### src/rtl/mul_pipe_ctrl_if.sv
// Request/result handshake bundle for the pipelined multiplier controller.
// master drives requests and result acceptance; slave is the controller.
interface mul_pipe_ctrl_if #(
    parameter int TAG_W = 5
);
    logic             in_valid;
    logic             in_ready;
    logic [1:0]       in_op;
    logic [31:0]      in_src1;
    logic [31:0]      in_src2;
    logic [TAG_W-1:0] in_tag;
    logic             out_valid;
    logic             out_ready;
    logic [31:0]      out_result;
    logic [TAG_W-1:0] out_tag;

    modport master (
        output in_valid, in_op, in_src1, in_src2, in_tag, out_ready,
        input  in_ready, out_valid, out_result, out_tag
    );

    modport slave (
        input  in_valid, in_op, in_src1, in_src2, in_tag, out_ready,
        output in_ready, out_valid, out_result, out_tag
    );
endinterface

### src/rtl/mul_pipe_ctrl.sv
// Two-stage EX multiplier controller: S1 operand regs feed mul_34,
// S2 captures the product. Ports: clk, resetn, flush, busy, bus (slave).
module mul_34 (
    input  logic [33:0] a,
    input  logic [33:0] b,
    output logic [63:0] p
);
    logic [63:0] a_ext;
    logic [63:0] b_ext;

    // Low 64 bits of the 34x34 signed product.
    assign a_ext = {{30{a[33]}}, a};
    assign b_ext = {{30{b[33]}}, b};
    assign p     = a_ext * b_ext;
endmodule

module mul_pipe_ctrl #(
    parameter int TAG_W = 5
) (
    input  logic              clk,
    input  logic              resetn,
    input  logic              flush,
    output logic              busy,
    mul_pipe_ctrl_if.slave    bus
);
    logic             s1_valid;
    logic [1:0]       s1_op;
    logic [31:0]      s1_src1;
    logic [31:0]      s1_src2;
    logic [TAG_W-1:0] s1_tag;

    logic             s2_valid;
    logic [1:0]       s2_op;
    logic [63:0]      s2_prod;
    logic [TAG_W-1:0] s2_tag;

    logic             s1_ready;
    logic             s2_ready;
    logic             load;
    logic             move;
    logic             sign;
    logic [33:0]      op_a;
    logic [33:0]      op_b;
    logic [63:0]      prod;

    assign s2_ready = !s2_valid | bus.out_ready;
    assign s1_ready = !s1_valid | s2_ready;
    assign bus.in_ready = s1_ready & !flush;

    assign load = bus.in_valid & bus.in_ready;
    assign move = s1_valid & s2_ready;

    // Only MULH.WU needs zero extension; the low word is
    // extension-agnostic, so MUL.W rides the signed path.
    assign sign = (s1_op != 2'b10);
    assign op_a = {{2{sign & s1_src1[31]}}, s1_src1};
    assign op_b = {{2{sign & s1_src2[31]}}, s1_src2};

    mul_34 u_mul (
        .a (op_a),
        .b (op_b),
        .p (prod)
    );

    always_ff @(posedge clk or negedge resetn) begin
        if (!resetn) begin
            s1_valid <= 1'b0;
            s1_op    <= '0;
            s1_src1  <= '0;
            s1_src2  <= '0;
            s1_tag   <= '0;
            s2_valid <= 1'b0;
            s2_op    <= '0;
            s2_prod  <= '0;
            s2_tag   <= '0;
        end else begin
            if (load) begin
                s1_op   <= bus.in_op;
                s1_src1 <= bus.in_src1;
                s1_src2 <= bus.in_src2;
                s1_tag  <= bus.in_tag;
            end
            if (move) begin
                s2_op   <= s1_op;
                s2_prod <= prod;
                s2_tag  <= s1_tag;
            end
            if (flush) begin
                s1_valid <= 1'b0;
                s2_valid <= 1'b0;
            end else begin
                if (load)
                    s1_valid <= 1'b1;
                else if (move)
                    s1_valid <= 1'b0;
                if (move)
                    s2_valid <= 1'b1;
                else if (bus.out_ready)
                    s2_valid <= 1'b0;
            end
        end
    end

    // op 01 and 10 take the high word; 00 and 11 the low word.
    assign bus.out_result = (s2_op[0] ^ s2_op[1]) ? s2_prod[63:32]
                                                  : s2_prod[31:0];
    assign bus.out_tag    = s2_tag;
    assign bus.out_valid  = s2_valid;
    assign busy           = s1_valid | s2_valid;
endmodule

### src/flat_wrapper.sv
// flat-port wrapper written by rule: the top's interface ports become plain ports
module mul_pipe_ctrl_flat 
#(
    parameter int TAG_W = 5
)
  (clk, resetn, flush, busy, bus_in_valid, bus_in_op, bus_in_src1, bus_in_src2, bus_in_tag, bus_out_ready, bus_in_ready, bus_out_valid, bus_out_result, bus_out_tag);
  mul_pipe_ctrl_if #(.TAG_W(TAG_W)) bus_i ();
  input  logic clk;
  input  logic resetn;
  input  logic flush;
  output logic busy;
  input wire logic [$bits(bus_i.in_valid)-1:0] bus_in_valid;
  input wire logic [$bits(bus_i.in_op)-1:0] bus_in_op;
  input wire logic [$bits(bus_i.in_src1)-1:0] bus_in_src1;
  input wire logic [$bits(bus_i.in_src2)-1:0] bus_in_src2;
  input wire logic [$bits(bus_i.in_tag)-1:0] bus_in_tag;
  input wire logic [$bits(bus_i.out_ready)-1:0] bus_out_ready;
  output wire logic [$bits(bus_i.in_ready)-1:0] bus_in_ready;
  output wire logic [$bits(bus_i.out_valid)-1:0] bus_out_valid;
  output wire logic [$bits(bus_i.out_result)-1:0] bus_out_result;
  output wire logic [$bits(bus_i.out_tag)-1:0] bus_out_tag;
  assign bus_i.in_valid = bus_in_valid;
  assign bus_i.in_op = bus_in_op;
  assign bus_i.in_src1 = bus_in_src1;
  assign bus_i.in_src2 = bus_in_src2;
  assign bus_i.in_tag = bus_in_tag;
  assign bus_i.out_ready = bus_out_ready;
  assign bus_in_ready = bus_i.in_ready;
  assign bus_out_valid = bus_i.out_valid;
  assign bus_out_result = bus_i.out_result;
  assign bus_out_tag = bus_i.out_tag;
  mul_pipe_ctrl #(.TAG_W(TAG_W)) u_core (.clk(clk), .resetn(resetn), .flush(flush), .busy(busy), .bus(bus_i));
endmodule
### config.mk
export PLATFORM = sky130hd
export DESIGN_NAME = mul_pipe_ctrl_flat
export DESIGN_NICKNAME = d
export VERILOG_FILES = /design/src/rtl/mul_pipe_ctrl_if.sv /design/src/rtl/mul_pipe_ctrl.sv /design/src/flat_wrapper.sv
export SDC_FILE = /design/constraint.sdc
export NUM_CORES = 2
export LEC_CHECK = 0
export CAP_MARGIN = 0
export CORE_UTILIZATION = 30
export DETAILED_ROUTE_END_ITERATION = 8
export RECOVER_POWER = 25
export SLEW_MARGIN = 20
export SYNTH_ARGS = -nofsm -noshare
export SYNTH_HDL_FRONTEND = slang
export SYNTH_SLANG_ARGS = --single-unit
### constraint.sdc
create_clock -name clk -period 24 [get_ports clk]
set_clock_uncertainty 0.15 [all_clocks]
set_input_delay 4.8 -clock clk [delete_from_list [all_inputs] [get_ports clk]]
set_output_delay 4.8 -clock clk [all_outputs]
set_load 0.02 [all_outputs]
==> metrics.md <==
| Metric | Value |
|---|---|
| Run status | `complete, but fails checks` |
| Failing checks | `capacitance limit, slew limit` |
| Max-slew headroom | `-272%` |
| DIE AREA | `148000 um2` |
| Vias per cell | `4.70` |
| Slowest stage delay, CP | `670 ps` |
| Antenna violations before repair | `7` |
| Final GP Congestion | `0.870` |
| CP required | `19050 ps` |
| Worst Path Max Fanout | `5` |
| Vias | `30900` |
| Core area | `144000 um2` |
| Final min period | `11270 ps` |
| First-pass DRT Iterations | `5` |
| Gr usage total | `16.5%` |
| CTS tree | `done` |
| Post-synth EDFFs | `0` |
| # placed instances | `6541` |
| Area growth syn-to-layout | `8.14%` |
| Max H-tree Level | `4` |
| Top_reg_cell synth | `dfrtp_1` |
| CTS-repair resized insts | `0` |
| Die Y | `384 um` |
| Post-synth ARST share | `100%` |
| Multi-input gate area | `34700 um2` |
| DR DRC count | `0` |
| Layout cells sized above 1 | `5.18%` |
| WL per Instance | `17.6 um` |
| CP Class | `input port to primary output` |
| Die span in x | `384 um` |
| Largest net degree at the start of global routing | `107` |
| Data arrival, critical path | `6320 ps` |
| Placement Rows | `139` |
| Worst-path clk slew | `60 ps` |
| Clock Tree Buf Depth | `2` |
| Maxcap violations | `1` |
| Synth cell types | `77` |
| WP buf/inv | `2` |
| Grt total ovfl | `0` |
| Vias in the first global route | `33700` |
| Clock Root Buffer | `clkbuf_16` |
| Layout Cells excl Fill | `6574` |
| Port bufs | `115` |
| Synthesis Warnings | `0` |
| Seq/Total Area, Yosys | `8.22%` |
| Post-Synthesis Cells | `4734` |
| Final hold vios | `0` |
| Hpwl dp | `92700 um` |
| I/O Pins | `116` |
| Pre-CTS WS | `12730 ps` |
| Net count after synthesis | `6147` |
| CP endpoint kind | `primary output` |
| Worst path cell trace | `clkdlybuf4s50_1 > nor2b_1 > a21oi_1 > clkdlybuf4s50_1` |
| CP Launch Type | `input port` |
| Post-layout util | `32.8%` |
| Initial Util | `30.4%` |
| Hold/Removal Path Class | `flop to flop` |
| Slew Limit Fails | `95` |
| TritonCTS Sinks | `144` |
| Yosys top cell area share | `51.4%` |
| Ranking of synthesized cells by area | `fa_1, inv_1, dfrtp_1` |
| #FFs+latches synth | `144` |
| TNS Setup | `0 ps` |
| Initial drt markers | `1916` |
| Period utilisation layout | `47.0%` |
| Global-route wire length before repair | `191000 um` |
| RSZ-0062 raised after global routing | `false` |
| Hold_buf cts | `0` |
| Mapped Area | `43800 um2` |
| CP top delay family | `buffers and inverters` |
| Layout Nets | `6070` |
| Clock latency on the worst-skew pair | `490 ps` |
| CTS Buf Count | `17` |
| Synthesized area per cell | `9.26 um2` |
| Top cell by count, worst path | `clkdlybuf4s50_1` |
| Routed Antenna Nets | `0` |
| # Post-CTS Setup Buffers | `0` |
| Fillers | `14900` |
| Slowest CP cell | `clkdlybuf4s50_1` |
| Setup violations, final | `0` |
| Worst-margin pin slew | `5570 ps` |
| Synth area leader | `fa_1` |
| Max Fclk | `0.0887 GHz` |
| Storage cell area | `3610 um2` |
| Final worst slack | `12730 ps` |
| Routed Wire Length | `115000 um` |
==> sequential cells by signal, indices dropped and copies added, names as in the netlist <==
name                  count
u_core.s1_tag             5
u_core.bus.out_tag        5
u_core.s2_op              2
u_core.s2_prod           64
u_core.s1_src2           32
u_core.s1_src1           32
u_core.s1_op              2
u_core.bus.out_valid      1
u_core.s1_valid           1
==> stage by stage <==
stage	hold WS (ps)	instance area, um2
floorplan	283	43800
global placement	288	46800
detailed placement	299	46800
CTS	317	47400
global route	328	47400
finish	317	47400
==> synthesized netlist by cell type (9+ instances only) <==
library cell	n
a21o_1	27
a21oi_1	66
and2_1	262
and3_1	28
clkbuf_1	261
dfrtp_1	144
fa_1	1125
ha_1	212
inv_1	1197
mux2_2	104
nand2_1	913
nand3_1	22
nand4_1	13
nor2_1	59
nor3_1	18
o21ai_0	64
o21bai_1	9
o31ai_1	11
xnor2_1	43
xor2_1	20
==> path summary, 6_finish.rpt <==
kind	start	end	slack (ps)	cells after the start
max in group asynchronous	resetn	u_core.s1_src2[18]$_DFFE_PN0P_	13930	1
worst min-delay path	u_core.s2_prod[0]$_DFFE_PN0P_	u_core.s2_prod[0]$_DFFE_PN0P_	320	2
worst max-delay path	bus_out_ready	bus_in_ready	12730	4
worst max register to register	u_core.s1_op[1]$_DFFE_PN0P_	u_core.s2_prod[58]$_DFFE_PN0P_	14190	26
min in group asynchronous	resetn	u_core.s1_tag[4]$_DFFE_PN0P_	6200	1
worst min register to register	u_core.s2_prod[0]$_DFFE_PN0P_	u_core.s2_prod[0]$_DFFE_PN0P_	320	2
==> cell families (layout without fill, tap and decap cells) <==
group	Yosys count	count (layout)	synth area share (%)
fa+ha+maj	1337	1337	57.4
compound gates	248	248	3.77
flops	144	144	8.22
mux	107	107	2.74
other cells	0	1	0
simple gates	1363	1363	13.9
buf+inv	1472	1408	12.7
xor+xnor	63	63	1.26
==> cell usage in the layout, fill, tap and decap left out, types with 22 or more instances in the layout <==
master,instances
inv_1,1197
fa_1,1124
nand2_1,912
and2_1,262
ha_1,212
dfrtp_1,135
clkdlybuf4s50_1,114
mux2_2,104
a21oi_1,66
o21ai_0,64
buf_4,64
nor2_1,59
xnor2_1,42
and3_1,28
a21o_1,27
nand3_1,22
==> worst min-delay path, cell delays in order, from the launching register on <==
cell and delay [ps]:
dfrtp_1 340, nand2_1 50, nand2_1 50
==> cell type report <==
type	count	area share, %
multi-input cells	3118	73.2
inverters	1197	9.48
flip-flops and latches	144	7.63
well taps	1903	5.02
repair buffers	179	3.43
clock buffers	17	0.897
clock inverters	15	0.359
diodes	1	0.00528
==> layer usage <==
| layer | vias to the layer above | track usage (%) | wire [um] |
|---|---|---|---|
| met5 | - | 0 | 0 |
| met4 | 0 | 3.79 | 2550 |
| met3 | 122 | 1.87 | 5930 |
| met2 | 818 | 27.1 | 55400 |
| met1 | 16500 | 23.1 | 51500 |
| li1 | 13400 | - | - |
Power is not shown: default switching activity piles up to over one toggle a cycle in this logic, so the estimate is an artifact.
